`config.mk`:
```
export PLATFORM = sky130hd
export DESIGN_NAME = load_store_unit
export DESIGN_NICKNAME = d
export VERILOG_FILES = /design/src/rtl/load_store_unit.sv
export SDC_FILE = /design/constraint.sdc
export NUM_CORES = 1
export LEC_CHECK = 0
export ABC_AREA = 1
export BUFFER_PORTS_ARGS = -buffer_cell sky130_fd_sc_hd__clkbuf_2
export CAP_MARGIN = 0
export CORE_MARGIN = 1.5
export CORE_UTILIZATION = 59
export CTS_CLUSTER_SIZE = 25
export DETAILED_ROUTE_END_ITERATION = 8
export PLACE_DENSITY_LB_ADDON = 0.08
export SKIP_CTS_REPAIR_TIMING = 1
export SYNTH_ARGS = -nofsm -noshare
export SYNTH_HDL_FRONTEND = slang
export SYNTH_SLANG_ARGS = --single-unit
export TNS_END_PERCENT = 20
```
`constraint.sdc`:
```
create_clock -name clk -period 12.91 [get_ports clk]
set_clock_uncertainty 0.05 [all_clocks]
set_input_delay 0.6455 -clock clk [delete_from_list [all_inputs] [get_ports clk]]
set_output_delay 0.6455 -clock clk [all_outputs]
set_load 0.1 [all_outputs]
```
`src/rtl/load_store_unit.sv`:
```
// Sequential RV32I load/store unit: word-only memory accesses, lane extraction,
// sign/zero extension, read-modify-write for sub-word stores, and error screening.
module load_store_unit #(
  parameter int MEM_LATENCY = 1
) (
  input  logic        clk,
  input  logic        reset,
  input  logic        req_valid,
  output logic        req_ready,
  input  logic        req_store,
  input  logic [2:0]  req_funct3,
  input  logic [31:0] req_base,
  input  logic [31:0] req_offset,
  input  logic [31:0] req_wdata,
  input  logic [4:0]  req_rd,
  output logic        resp_valid,
  output logic [31:0] resp_rdata,
  output logic [4:0]  resp_rd,
  output logic        resp_error,
  output logic [31:0] mem_address,
  output logic [2:0]  mem_funct3,
  output logic        mem_wren,
  output logic [31:0] mem_data_in,
  input  logic [31:0] mem_data_out
);

  localparam int CW = (MEM_LATENCY > 1) ? $clog2(MEM_LATENCY) : 1;

  typedef enum logic [1:0] {
    IDLE  = 2'd0,
    READ  = 2'd1,
    WRITE = 2'd2,
    RESP  = 2'd3
  } state_t;

  state_t        state_r;
  logic [CW-1:0] cnt_r;
  logic          store_r;
  logic [2:0]    funct3_r;
  logic [1:0]    lane_r;
  logic [31:0]   wdata_r;
  logic [4:0]    rd_r;
  logic [31:0]   ea_s;
  logic          err_s;

  function automatic logic req_bad(input logic st, input logic [2:0] f3, input logic [1:0] lo);
    logic bad;
    bad = 1'b0;
    if (st) begin
      case (f3)
        3'b000:  bad = 1'b0;
        3'b001:  bad = lo[0];
        3'b010:  bad = (lo != 2'b00);
        default: bad = 1'b1;
      endcase
    end else begin
      case (f3)
        3'b000, 3'b100: bad = 1'b0;
        3'b001, 3'b101: bad = lo[0];
        3'b010:         bad = (lo != 2'b00);
        default:        bad = 1'b1;
      endcase
    end
    return bad;
  endfunction

  function automatic logic [31:0] extract(input logic [31:0] word, input logic [2:0] f3,
                                          input logic [1:0] lo);
    logic [7:0]  b;
    logic [15:0] h;
    logic [31:0] r;
    b = 8'(word >> {lo, 3'b000});
    h = 16'(word >> {lo[1], 4'b0000});
    case (f3)
      3'b000:  r = {{24{b[7]}}, b};
      3'b001:  r = {{16{h[15]}}, h};
      3'b100:  r = {24'h000000, b};
      3'b101:  r = {16'h0000, h};
      default: r = word;
    endcase
    return r;
  endfunction

  // Sub-word stores overwrite only their lane(s) of the word just read back.
  function automatic logic [31:0] merge(input logic [31:0] word, input logic [31:0] wdata,
                                        input logic [2:0] f3, input logic [1:0] lo);
    logic [31:0] r;
    r = word;
    case (f3)
      3'b000:  r[{lo, 3'b000} +: 8] = wdata[7:0];
      3'b001:  r[{lo[1], 4'b0000} +: 16] = wdata[15:0];
      default: r = wdata;
    endcase
    return r;
  endfunction

  assign ea_s       = req_base + req_offset;
  assign err_s      = req_bad(req_store, req_funct3, ea_s[1:0]);
  assign req_ready  = (state_r == IDLE) && !reset;
  assign mem_funct3 = 3'b010;

  // Request sequencing and all registered outputs.
  always_ff @(posedge clk or posedge reset) begin
    if (reset) begin
      state_r     <= IDLE;
      cnt_r       <= '0;
      store_r     <= 1'b0;
      funct3_r    <= 3'b000;
      lane_r      <= 2'b00;
      wdata_r     <= 32'h0000_0000;
      rd_r        <= 5'd0;
      resp_valid  <= 1'b0;
      resp_rdata  <= 32'h0000_0000;
      resp_rd     <= 5'd0;
      resp_error  <= 1'b0;
      mem_address <= 32'h0000_0000;
      mem_wren    <= 1'b0;
      mem_data_in <= 32'h0000_0000;
    end else begin
      case (state_r)
        IDLE: begin
          if (req_valid) begin
            store_r  <= req_store;
            funct3_r <= req_funct3;
            lane_r   <= ea_s[1:0];
            wdata_r  <= req_wdata;
            rd_r     <= req_rd;
            cnt_r    <= '0;
            if (err_s) begin
              state_r    <= RESP;
              resp_valid <= 1'b1;
              resp_error <= 1'b1;
            end else if (req_store && (req_funct3 == 3'b010)) begin
              state_r     <= WRITE;
              mem_address <= {ea_s[31:2], 2'b00};
              mem_wren    <= 1'b1;
              mem_data_in <= req_wdata;
            end else begin
              state_r     <= READ;
              mem_address <= {ea_s[31:2], 2'b00};
            end
          end else begin
            state_r <= IDLE;
          end
        end
        READ: begin
          if (cnt_r == CW'(MEM_LATENCY - 1)) begin
            if (store_r) begin
              state_r     <= WRITE;
              mem_wren    <= 1'b1;
              mem_data_in <= merge(mem_data_out, wdata_r, funct3_r, lane_r);
            end else begin
              state_r     <= RESP;
              mem_address <= 32'h0000_0000;
              resp_valid  <= 1'b1;
              resp_rdata  <= extract(mem_data_out, funct3_r, lane_r);
              resp_rd     <= rd_r;
            end
          end else begin
            cnt_r <= cnt_r + CW'(1);
          end
        end
        WRITE: begin
          state_r     <= RESP;
          mem_wren    <= 1'b0;
          mem_address <= 32'h0000_0000;
          mem_data_in <= 32'h0000_0000;
          resp_valid  <= 1'b1;
          resp_rd     <= 5'd0;
          resp_rdata  <= 32'h0000_0000;
        end
        RESP: begin
          state_r    <= IDLE;
          resp_valid <= 1'b0;
          resp_rdata <= 32'h0000_0000;
          resp_rd    <= 5'd0;
          resp_error <= 1'b0;
        end
        default: begin
          state_r <= IDLE;
        end
      endcase
    end
  end

endmodule

```
* After elaboration in Yosys (flattened, before gate mapping)
Index checks and enable logic that the tools add are counted.
** Operators by class
- Eq/ne operators :: 17
- Reduce and logical (&&, ||, !) cells :: 21
- Shift-type cells :: 6
- Add/sub/neg operators :: 4
- Multiplexer cells :: 45
** Operators with widths (count)
- 2-to-1 mux 32 bit :: 11
- one-hot mux 32 bit (3 select lines) :: 2
- one-hot mux 32 bit (2 select lines) :: 2
- one-hot mux 32 bit (4 select lines) :: 1
- bitwise mux 32 bit :: 2
- adder 32 bit :: 1
- variable shift 16 x 7 -> 32 bit, first input constant :: 1
- variable shift 8 x 7 -> 32 bit, first input constant :: 1
- variable part select 16 x 7 -> 32 bit :: 1
- variable part select 8 x 7 -> 32 bit :: 1
- right shift 32 x 5 -> 16 bit :: 1
- right shift 32 x 5 -> 8 bit :: 1
- negation 5 -> 7 bit :: 2
- 2-to-1 mux 1 bit :: 13
- equality test 3 bit, second input constant :: 4
- inequality test 2 bit, second input constant :: 6
- 2-to-1 mux 5 bit :: 2
- one-hot mux 5 bit (2 select lines) :: 1
- one-hot mux 1 bit (3 select lines) :: 3
- 2-to-1 mux 2 bit :: 4
- one-hot mux 2 bit (4 select lines) :: 1
- nonzero test 2 bit :: 4
- equality test 3 x 1 -> 1 bit, second input constant :: 2
- logical NOT 3 bit :: 2
- 17 further kinds :: 24
** Word-level totals
- Input bits :: 140
- Register bits :: 150
- Output and inout port bits :: 108
- Logic and storage cells :: 107

* Longest topological paths before layout
Gate-level depths: netlist (run 1).
- Word-level depth :: 7
- Mapped depth :: 14
- Depth with buffers taken out :: 14

* Worst setup path after synthesis (run 1)
Ideal clock, no wire load.
- Kind :: reg-to-output
- Start point :: register state_r[0]
- End point :: output port req_ready
- Data required time :: 12.215 ns
- Setup slack :: 10.194 ns
- Stages on the path, launching flop included :: 5
- Arrival time :: 2.020 ns
- Path buffers :: 0
- Cells stage by stage :: dfrtp_1 > inv_1 > ha_1 > inv_2 > nor2_1
** On the way
- Longest elaborated chain between the ends :: 2
** RTL lines
- start, declared :: RTL line 36 : state_t state_r;
- start signal, assigned :: RTL line 105 : state_r <= IDLE;
- start signal, assigned :: RTL line 130 : state_r <= RESP;
- start signal, assigned :: RTL line 134 : state_r <= WRITE;
- logical NOT 2 bit :: RTL line 99 : assign req_ready = (state_r == IDLE) && !reset;
- logical AND 1 bit :: RTL line 99
- end, declared :: RTL line 9 : output logic req_ready,
Every way passes these cells.

* Worst setup path after layout (run 1)
- Start point :: register lane_r[1]
- End point :: register mem_data_in[6]
** On the way
- Longest elaborated chain between the ends :: 7
** RTL lines
- start, declared :: RTL line 40 : logic [1:0] lane_r;
- start signal, assigned :: RTL line 125 : lane_r <= ea_s[1:0];
- negation 5 -> 7 bit (on tied branches) :: RTL line 91, 90
- variable part select 16 x 7 -> 32 bit, or another cell as far along :: RTL line 91 : 3'b001: r[{lo[1], 4'b0000} +: 16] = wdata[15:0];
- bitwise mux 32 bit (on tied branches) :: RTL line 91, 90
- one-hot mux 32 bit (2 select lines) (*) :: RTL line 89 : case (f3)
- 2-to-1 mux 32 bit (*) :: RTL line 148 : if (store_r) begin
- 2-to-1 mux 32 bit (*) :: RTL line 147 : if (cnt_r == CW'(MEM_LATENCY - 1)) begin
- one-hot mux 32 bit (3 select lines) (*) :: RTL line 120 : case (state_r)
- end signal, assigned :: RTL line 137 : mem_data_in <= req_wdata;
- end signal, assigned :: RTL line 151 : mem_data_in <= merge(mem_data_out, wdata_r, funct3_r, lane_r);
- end, declared :: RTL line 23 : output logic [31:0] mem_data_in,
Mark *: on every way between the ends. The rest lies on a longest branch, timed or not. The select of a mux whose other input is x is not followed.
A chain may end at the register's enable or synchronous reset.

==> results of run 1 <==
==> per-stage QoR <==
stage,power (mW),std cells,instance area [sq um],worst slack (ns),util (%)
final,3.57,1895,11800,9.95,71.3
after floorplan,2.64,1452,9940,8.26,-
after global placement,3.01,1866,11200,9.65,67.7
after CTS,3.57,1895,11800,9.98,71.3
after detailed placement,3.05,1866,11200,9.57,67.7
after global routing,3.77,1895,11800,9.71,71.3
==> cell type report <==
type,count,area [sq um]
sequential,147,3680
clock buffer,19,443
multi-input combinational,1084,5360
clock inverter,10,160
tap,220,275
fill,1450,4740
inverter,171,647
timing repair buffer,244,1230
==> sequential cells by signal, summed over array words and instances, names as in the netlist, 2 cells and up <==
| name | flops |
|---|---|
| funct3_r | 3 |
| lane_r | 2 |
| mem_address | 30 |
| mem_data_in | 32 |
| rd_r | 5 |
| resp_rd | 5 |
| resp_rdata | 32 |
| state_r | 2 |
| wdata_r | 32 |
==> logic make-up after synthesis <==
logic type,count (synthesis)
flip-flops,147
multiplexers,23
XOR/XNOR,16
AO/OA/AOI/OAI,196
AND/OR/NAND/NOR,802
other,2
adder cells (fa/ha/maj),42
buffers and inverters,221
==> layer usage <==
metal | wire, microns | global-route usage (%)
met4 | 1720 | 20.6
met2 | 14300 | 57.9
met5 | 0 | 0
met1 | 11200 | 38.8
met3 | 1580 | 4.83
==> cells in the final DEF, fill, tap and decap left out, types with 2 or more instances in the layout <==
cell,Yosys,layout
nand3b_1,2,2
nor2_1,108,108
mux2_2,20,20
a21o_1,2,2
o221ai_1,8,8
ha_1,41,41
nand2_1,577,576
dfrtp_1,147,147
o21ai_0,84,84
clkinv_4,0,2
o211ai_1,9,9
buf_4,12,2
a22o_1,4,4
nand2_2,3,4
inv_1,159,158
clkbuf_16,0,17
o21ai_2,13,13
nor3_1,8,8
a22oi_1,8,8
inv_2,11,11
o21ai_1,27,27
bufinv_16,0,4
o22ai_1,4,4
xnor2_1,15,15
nand2_4,2,2
a21oi_1,34,34
nor2_4,3,3
nor2_2,2,2
nand4_1,13,13
clkbuf_2,0,242
mux2i_1,3,3
clkinv_2,0,3
nand3_1,75,75
conb_1,2,5
and2_1,2,2
nand3_2,4,4
==> report_power, final <==
group | leakage (nW) | switching (mW) | internal [mW]
Sequential | 1.84 | 0.154 | 0.672
Combinational | 4.58 | 1.78 | 0.454
Clock | 0.295 | 0.191 | 0.324
==> worst max path at each step <==
stage / to / from / cells past startpoint
6_report: mem_data_in[6] / lane_r[1] / 11
3_5_place_dp: mem_data_in[0] / req_base[0] / 14
4_1_cts: mem_address[14] / state_r[1] / 5
5_1_grt: mem_data_in[5] / lane_r[1] / 11
2_1_floorplan: funct3_r[0] / reset / 1
3_3_place_gp: mem_data_in[20] / req_base[0] / 14
==> flow_summary.yaml, run 1 <==
routing:
  detail_route.wirelength_mm: 28.8
  dr.pass1.iters: 5
  ant_nets: 0
  first_iter_violations: 657
  routed-via-count: 10200
  wl_per_cell_microns: 15.2
  drc: 0
  avgViaCountPerCell: 5.39
synthesis:
  ys.flop_type: "dfrtp_1"
  ys_types: 44
  netlist.area_leader.share_pct: 37.1
  ys.warnings.count: 0
  yosysSeqAreaShare_pct: 37.1
  synth_most_common_cell: "nand2_1"
  netlist_area_sq_mm: 0.00993
  ys_top_cells_by_area: "dfrtp_1, nand2_1, inv_1"
  yosysTopAreaCell: "dfrtp_1"
  synth_seq_cells: 147
  synth_xor_xnor_area_share_pct: 1.41
  synth_mux_area_share_pct: 2.57
  synth_simple_gate_area_share_pct: 32.9
  synth_commonest_cells: "nand2_1, inv_1, dfrtp_1"
  synth_fa_ha_area_share_pct: 5.37
  synth_compound_area_share_pct: 11.5
  synth_top_family_by_area: "simple AND/OR/NAND/NOR gates"
  avgSynthCellArea_sq_um: 6.85
  synth_cells: 1449
  async_flop_share_pct: 100
  synth_edf_count: 0
job:
  maxCapViolCount: 0
layout:
  area_delta_synth_final_pct: 18.7
  drive_gt1_share_pct: 20.1
  antenna_cells: 0
  nets: 1847
die:
  die_area_sq_mm: 0.0176
  die_w_microns: 133
  core_sq_mm: 0.0165
  ios: 248
  die_h_microns: 133
  start_util_pct: 60.1
  rows: 47
worst_setup_path:
  ff2ff_setup_slack_ns: 9.95
  critPathKind: "flip-flop to flip-flop"
  worst_path_max_delay_cell: "dfrtp_1"
  r2r-start: "lane_r[1]"
  path_max_fanout: 22
  cp.arrival_ns: 3.28
  cp-end-kind: "flip-flop"
  reg2reg_to: "mem_data_in[6]"
  crit_family: "flip-flops"
  startpoint_type: "flip-flop"
  worstPathRequired_ns: 13.23
  critPathBufInv: 2
  r2r_cells: 11
  cpMostUsedCell: "nand2_1"
  crit_chain: "inv_1 > ha_1 > inv_1 > nand3_1 > o21ai_2 > nand2_1 > nand2_1 > nand2_1 > o21ai_1 > nand2_1 > nand2_1"
  max_stage_delay_ns: 0.88
place:
  hpwl_mm: 21.9
  place.gp.congestion: 0.969
  numPortBuffers: 242
power:
  ir_drop_v: 0.000197
  powerDensity_mw_per_mm2: 303
  p_leak_nw: 6.72
clocking:
  htree_levels: 4
  numCtsBuffers: 17
  clock_path_buffers: 2
  tritoncts: "done"
  cts_sinks: 147
  clock-root-buffer: "clkbuf_16"
  clkLatencyLatePin_ns: 0.43
  path_clk_slew_ns: 0.06
timing:
  final-setup-viol-count: 0
  fmax_mhz: 338
  relSlewSlack_pct: 44.1
  fin_crit_sh_pct: 22.9
  max_slew.worst_pin.slew_ns: 0.839
  fin_tns_setup_ns: 0
  maxSlewViolCount: 0
  grt_setup_unrepaired: "false"
  period_needed_ns: 2.96
  finalHoldViolCount: 0
  finalHoldWorstSlack_ns: 0.314
outcome:
  outcome: "finished, final reports clean"
global_routing:
  antenna_found_initial: 0
  grt_max_degree: 85
  grt_pass1_vias: 9442
  grt_pass1_wl_mm: 46.2
  global_route.overflow_total: 0
  grt_util_all_layers_pct: 33.2
worst_hold_path:
  hp-class: "input pin to async pin"
Power figures use the tool's default switching activity.
==> inputs of run 2 (changes only) <==
--- a/config.mk
+++ b/config.mk
@@ -9,7 +9,7 @@
 export BUFFER_PORTS_ARGS = -buffer_cell sky130_fd_sc_hd__clkbuf_2
 export CAP_MARGIN = 0
 export CORE_MARGIN = 1.5
-export CORE_UTILIZATION = 59
+export CORE_UTILIZATION = 49
 export CTS_CLUSTER_SIZE = 25
 export DETAILED_ROUTE_END_ITERATION = 8
 export PLACE_DENSITY_LB_ADDON = 0.08
==> constraint.sdc (replaced) <==
create_clock -name clk -period 2.6 [get_ports clk]
set_clock_uncertainty 0.05 [all_clocks]
set_input_delay 0.13 -clock clk [delete_from_list [all_inputs] [get_ports clk]]
set_output_delay 0.13 -clock clk [all_outputs]
set_load 0.1 [all_outputs]
==> run 2 against run 1 <==
  * The flow now finishes with violations (hold timing)
  * Critical path depth stayed put
  * Cell count is 5.5% higher
  * Clock-buffer cell count stayed put
  * Global-route usage is 4.1 points lower
  * Clock power grew to 5.6 times the previous value
  * Wire length is 6.4% higher
  * Non-clock buffer count is 56 higher
  * Final area is 6.2% higher
  * Total power grew to 5.2 times the previous value
  * Sequential power grew to 4.9 times the previous value
  * Die area is 20% higher
  * Critical path type unchanged
  * Critical endpoint is now mem_data_in[7]
  * Largest power group unchanged
==> flow_summary.yaml, run 2 (synthesized netlist as in run 1, its figures left out) <==
outcome:
  outcome: "finished with violations"
  violations: "hold timing"
routing:
  first_iter_violations: 604
  routed-via-count: 10300
  drc: 0
  avgViaCountPerCell: 5.15
  ant_nets: 0
  wl_per_cell_microns: 15.3
  dr.pass1.iters: 6
  detail_route.wirelength_mm: 30.7
worst_setup_path:
  ff2ff_setup_slack_ns: 0.40
  cp.arrival_ns: 2.51
  r2r_cells: 11
  startpoint_type: "flip-flop"
  path_depth: 11
  critPathBufInv: 2
  crit_family: "compound AO/OA/AOI/OAI gates"
  max_stage_delay_ns: 0.41
  worstPathRequired_ns: 2.91
  cpMostUsedCell: "nand2_1"
  path_max_fanout: 10
  r2r-start: "lane_r[0]"
  worst_path_max_delay_cell: "ha_1"
  critPathKind: "flip-flop to flip-flop"
  crit_chain: "inv_1 > ha_1 > inv_1 > nand3_1 > o21ai_2 > nand2_1 > nand2_1 > nand2_1 > o21ai_1 > nand2_1 > nand2_1"
  reg2reg_to: "mem_data_in[7]"
  cp-end-kind: "flip-flop"
timing:
  finalHoldViolCount: 8
  maxSlewViolCount: 0
  grt_setup_unrepaired: "false"
  max_slew.worst_pin.slew_ns: 0.709
  final-setup-viol-count: 0
  fin_crit_sh_pct: 84.5
  relSlewSlack_pct: 52.7
  fin_tns_setup_ns: 0
  finalHoldWorstSlack_ns: -0.0294
  period_needed_ns: 2.20
  fmax_mhz: 455
clocking:
  clock-root-buffer: "clkbuf_16"
  cts_sinks: 147
  clock_path_buffers: 2
  htree_levels: 4
  numCtsBuffers: 17
  tritoncts: "done"
  path_clk_slew_ns: 0.06
  clkLatencyLatePin_ns: 0.42
place:
  numPortBuffers: 242
  hpwl_mm: 23.4
  place.gp.congestion: 0.929
global_routing:
  grt_pass1_vias: 9790
  global_route.overflow_total: 0
  grt_util_all_layers_pct: 29.2
  antenna_found_initial: 1
  grt_max_degree: 67
  grt_pass1_wl_mm: 49.4
worst_hold_path:
  holdPathEnd: "store_r"
  whs_path_depth: 3
  hp-class: "input pin to flip-flop"
  hp-start: "req_store"
power:
  ir_drop_v: 0.000856
  p_leak_nw: 7.02
  powerDensity_mw_per_mm2: 1470
layout:
  fillers: 1856
  drive_gt1_share_pct: 20.4
  multi_input_area_sq_mm: 0.00536
  final_cell_mix: "nand2_1, clkbuf_2, inv_1"
  nets: 1903
  post-route-util_pct: 63.7
  layout_commonest_cell: "nand2_1"
  top_regs: "mem_data_in: 32 flops, resp_rdata: 32 flops, wdata_r: 32 flops"
  seq_area_sq_mm: 0.00368
  area_delta_synth_final_pct: 26.1
die:
  rows: 51
  die_area_sq_mm: 0.0211
  start_util_pct: 50.5
  core_sq_mm: 0.0197
  die_h_microns: 145
  die_w_microns: 145
  ios: 248
job:
  maxCapViolCount: 0
[run 2: changes by cell type in the layout (fill, tap and decap cells not counted), sizes merged]
cell	previous run	this run
bufinv	4	7
diode	0	1
clkinv	6	2
inv	170	171
dlygate4sd3	0	39
buf	2	19
clkinvlp	1	3
[run 2: layer usage]
metal / global-route usage, % / share of wire, % / vias up
met5: 0 / 0 / -
met4: 12.1 / 3.3 / 0
met3: 4.26 / 5.4 / 63
met2: 52.9 / 51 / 343
met1: 34.3 / 41 / 4745
li1: - / - / 5136
[run 2: how the worst max path moves through the flow]
stage,endpoint,from,slack [ns]
global placement,mem_wren,req_base[0],0.47
CTS,mem_data_in[7],lane_r[0],0.43
global route,mem_data_in[5],lane_r[0],0.19
floorplan,req_ready,state_r[0],0.40
finish,mem_data_in[7],lane_r[0],0.40
detailed placement,mem_address[15],req_base[0],0.40
[run 2: layout make-up]
| cell class | instances | share of cell area, % |
|---|---|---|
| Tap cell | 265 | 2.65 |
| Multi-Input combinational cell | 1084 | 42.8 |
| Antenna cell | 1 | 0.0200 |
| Clock buffer | 19 | 3.46 |
| Sequential cell | 147 | 29.4 |
| Inverter | 171 | 5.16 |
| Clock inverter | 12 | 2.01 |
| Timing Repair Buffer | 300 | 14.5 |
[run 2: power by group]
group	total, mW	switching, mW	internal, mW
Combinational	11.5	9.02	2.51
Sequential	4.02	0.690	3.33
Clock	2.90	1.00	1.90
Total	18.5	10.7	7.74
[run 2: worst reg2reg max path, cell delays in order (launching register included)]
cell	delay (ns)
dfrtp_1	0.38
inv_1	0.26
ha_1	0.42
inv_1	0.13
nand3_1	0.09
o21ai_2	0.32
nand2_1	0.09
nand2_1	0.07
nand2_1	0.06
o21ai_1	0.15
nand2_1	0.08
nand2_1	0.06
[run 2: metrics by stage]
stage	area (sq um)	power, mW	instances	setup WS (ns)
detailed placement	11400	15.5	1928	0.398
global placement	11400	15.4	1928	0.471
floorplan	9940	13.1	1452	0.400
finish	12500	18.5	1999	0.404
CTS	12100	18.4	1959	0.426
global route	12500	19.6	1999	0.195
==> inputs of run 3 (changes only) <==
--- a/config.mk
+++ b/config.mk
@@ -9,7 +9,7 @@
 export BUFFER_PORTS_ARGS = -buffer_cell sky130_fd_sc_hd__clkbuf_2
 export CAP_MARGIN = 0
 export CORE_MARGIN = 1.5
-export CORE_UTILIZATION = 49
+export CORE_UTILIZATION = 55
 export CTS_CLUSTER_SIZE = 25
 export DETAILED_ROUTE_END_ITERATION = 8
 export PLACE_DENSITY_LB_ADDON = 0.08
==> constraint.sdc (replaced) <==
create_clock -name clk -period 2.15 [get_ports clk]
set_clock_uncertainty 0.05 [all_clocks]
set_input_delay 0.1075 -clock clk [delete_from_list [all_inputs] [get_ports clk]]
set_output_delay 0.1075 -clock clk [all_outputs]
set_load 0.1 [all_outputs]
==> run 3 against run 2 <==
  * The run still ends with hold timing left
  * Cell count down 0.85%
  * Combinational power up 24%
  * Register-to-register slack worse by 0.25 ns
  * Critical endpoint is now req_ready
  * Largest cell class unchanged
  * Highest routed layer unchanged
==> flow_summary.yaml, run 3 (synthesized netlist as in run 1, its figures left out) <==
layout:
  fillers: 1441
  drive_gt1_share_pct: 20.8
  multi_input_area_sq_mm: 0.00537
  final_cells: 1982
  nets: 1926
  seq_area_sq_mm: 0.00368
  final_cell_mix: "nand2_1, clkbuf_2, inv_1"
  antenna_cells: 0
  area_delta_synth_final_pct: 26.9
  top_regs: "mem_data_in: 32 flops, resp_rdata: 32 flops, wdata_r: 32 flops"
  layout_commonest_cell: "nand2_1"
power:
  p_leak_nw: 7.05
  powerDensity_mw_per_mm2: 1760
  power_mw: 22.1
  ir_drop_v: 0.00201
worst_setup_path:
  path_max_fanout: 5
  r2r_cells: 9
  critPathKind: "flip-flop to output port"
  reg2reg_to: "mem_data_in[6]"
  r2r-start: "state_r[0]"
  startpoint_type: "flip-flop"
  worstPathRequired_ns: 1.99
  crit_start: "state_r[0]"
  cp-end-kind: "output port"
  cp.arrival_ns: 1.85
  ff2ff_setup_slack_ns: 0.15
  crit_path_end: "req_ready"
timing:
  grt_setup_unrepaired: "false"
  max_slew.worst_pin.slew_ns: 0.629
  fin_ws_ns: 0.139
  final-setup-viol-count: 0
  finalHoldWorstSlack_ns: -0.0310
  maxSlewViolCount: 0
  relSlewSlack_pct: 58.0
  fin_crit_sh_pct: 93.5
  fmax_mhz: 497
  period_needed_ns: 2.01
  finalHoldViolCount: 3
die:
  core_sq_mm: 0.0175
  die_h_microns: 137
  die_area_sq_mm: 0.0189
  start_util_pct: 56.8
  ios: 248
  die_w_microns: 137
  rows: 48
global_routing:
  global_route.overflow_total: 0
  grt_util_all_layers_pct: 31.7
  grt_pass1_wl_mm: 45.7
  grt_pass1_vias: 9314
  grt_max_degree: 80
  antenna_found_initial: 0
routing:
  dr.pass1.iters: 5
  drc: 0
  detail_route.wirelength_mm: 30.4
  ant_nets: 0
  first_iter_violations: 660
  routed-via-count: 10500
  avgViaCountPerCell: 5.29
  wl_per_cell_microns: 15.3
clocking:
  numCtsBuffers: 17
  cts_sinks: 147
  path_clk_slew_ns: 0.06
  clock_path_buffers: 2
  clock-root-buffer: "clkbuf_16"
  htree_levels: 4
  tritoncts: "done"
  clkLatencyLatePin_ns: 0.43
place:
  placed_cells: 1895
  place.gp.congestion: 0.955
  dp_slack_ns: 0.0393
  numPortBuffers: 242
  hpwl_mm: 22.7
worst_hold_path:
  hp-class: "input pin to flip-flop"
outcome:
  outcome: "finished with violations"
  violations: "hold timing"
job:
  maxCapViolCount: 0
run 3: changes by cell type in the layout (fill, tap and decap cells not counted), moves of 2 or more:
cell	previous run	this run
bufinv_16	7	2
ha_2	0	2
clkbuf_1	2	4
clkinv_4	1	4
inv_1	158	155
ha_1	41	39
buf_4	13	19
clkinvlp_4	3	6
dlygate4sd3_1	39	55
run 3: layout make-up:
type                       count  share of cell area, %
sequential                   147                   29.2
tap                          225                   2.23
clock inverter                11                   1.04
clock buffer                  21                   3.50
inverter                     171                   5.18
multi-input combinational   1084                   42.6
timing repair buffer         323                   16.2
run 3: power by group:
| group | switching (mW) | total, mW | internal [mW] |
|---|---|---|---|
| Sequential | 0.853 | 4.89 | 4.03 |
| Combinational | 11.0 | 14.3 | 3.33 |
| Clock | 1.21 | 2.92 | 1.71 |
run 3: per-layer routing:
layer,part of all wire [%],track usage [%]
met1,38,36.4
met2,51,56.5
met3,6.5,5.19
met4,4.3,16.5
met5,0,0
run 3: worst max-delay path, stage by stage (launching register included):
cell and delay [ns]:
dfrtp_1 0.41, inv_1 0.11, ha_2 0.27, inv_2 0.08
nor2_1 0.09, clkbuf_2 0.46
run 3: worst min path at each step:
stage / from / endpoint / slack, ns / cells past startpoint
final: req_funct3[1] / funct3_r[1] / -0.03 / 3
after global routing: mem_data_out[5] / resp_rdata[5] / 0.005 / 3
after CTS: reset / mem_address[11] / -0.21 / 3
after detailed placement: reset / mem_address[12] / 0.24 / 3
after global placement: reset / mem_address[12] / 0.24 / 3
after floorplan: req_wdata[25] / wdata_r[25] / 0.21 / 1
run 3: metrics by stage:
step	instance area, sq um	TNS [ns]	util (%)	hold WS [ns]
floorplan	9940	-0.0277	-	0.208
global placement	11500	0	65.6	0.238
detailed placement	11500	0	65.6	0.237
CTS	12000	0	68.8	-0.212
global route	12600	0	72.1	0.00496
finish	12600	0	72.1	-0.0310
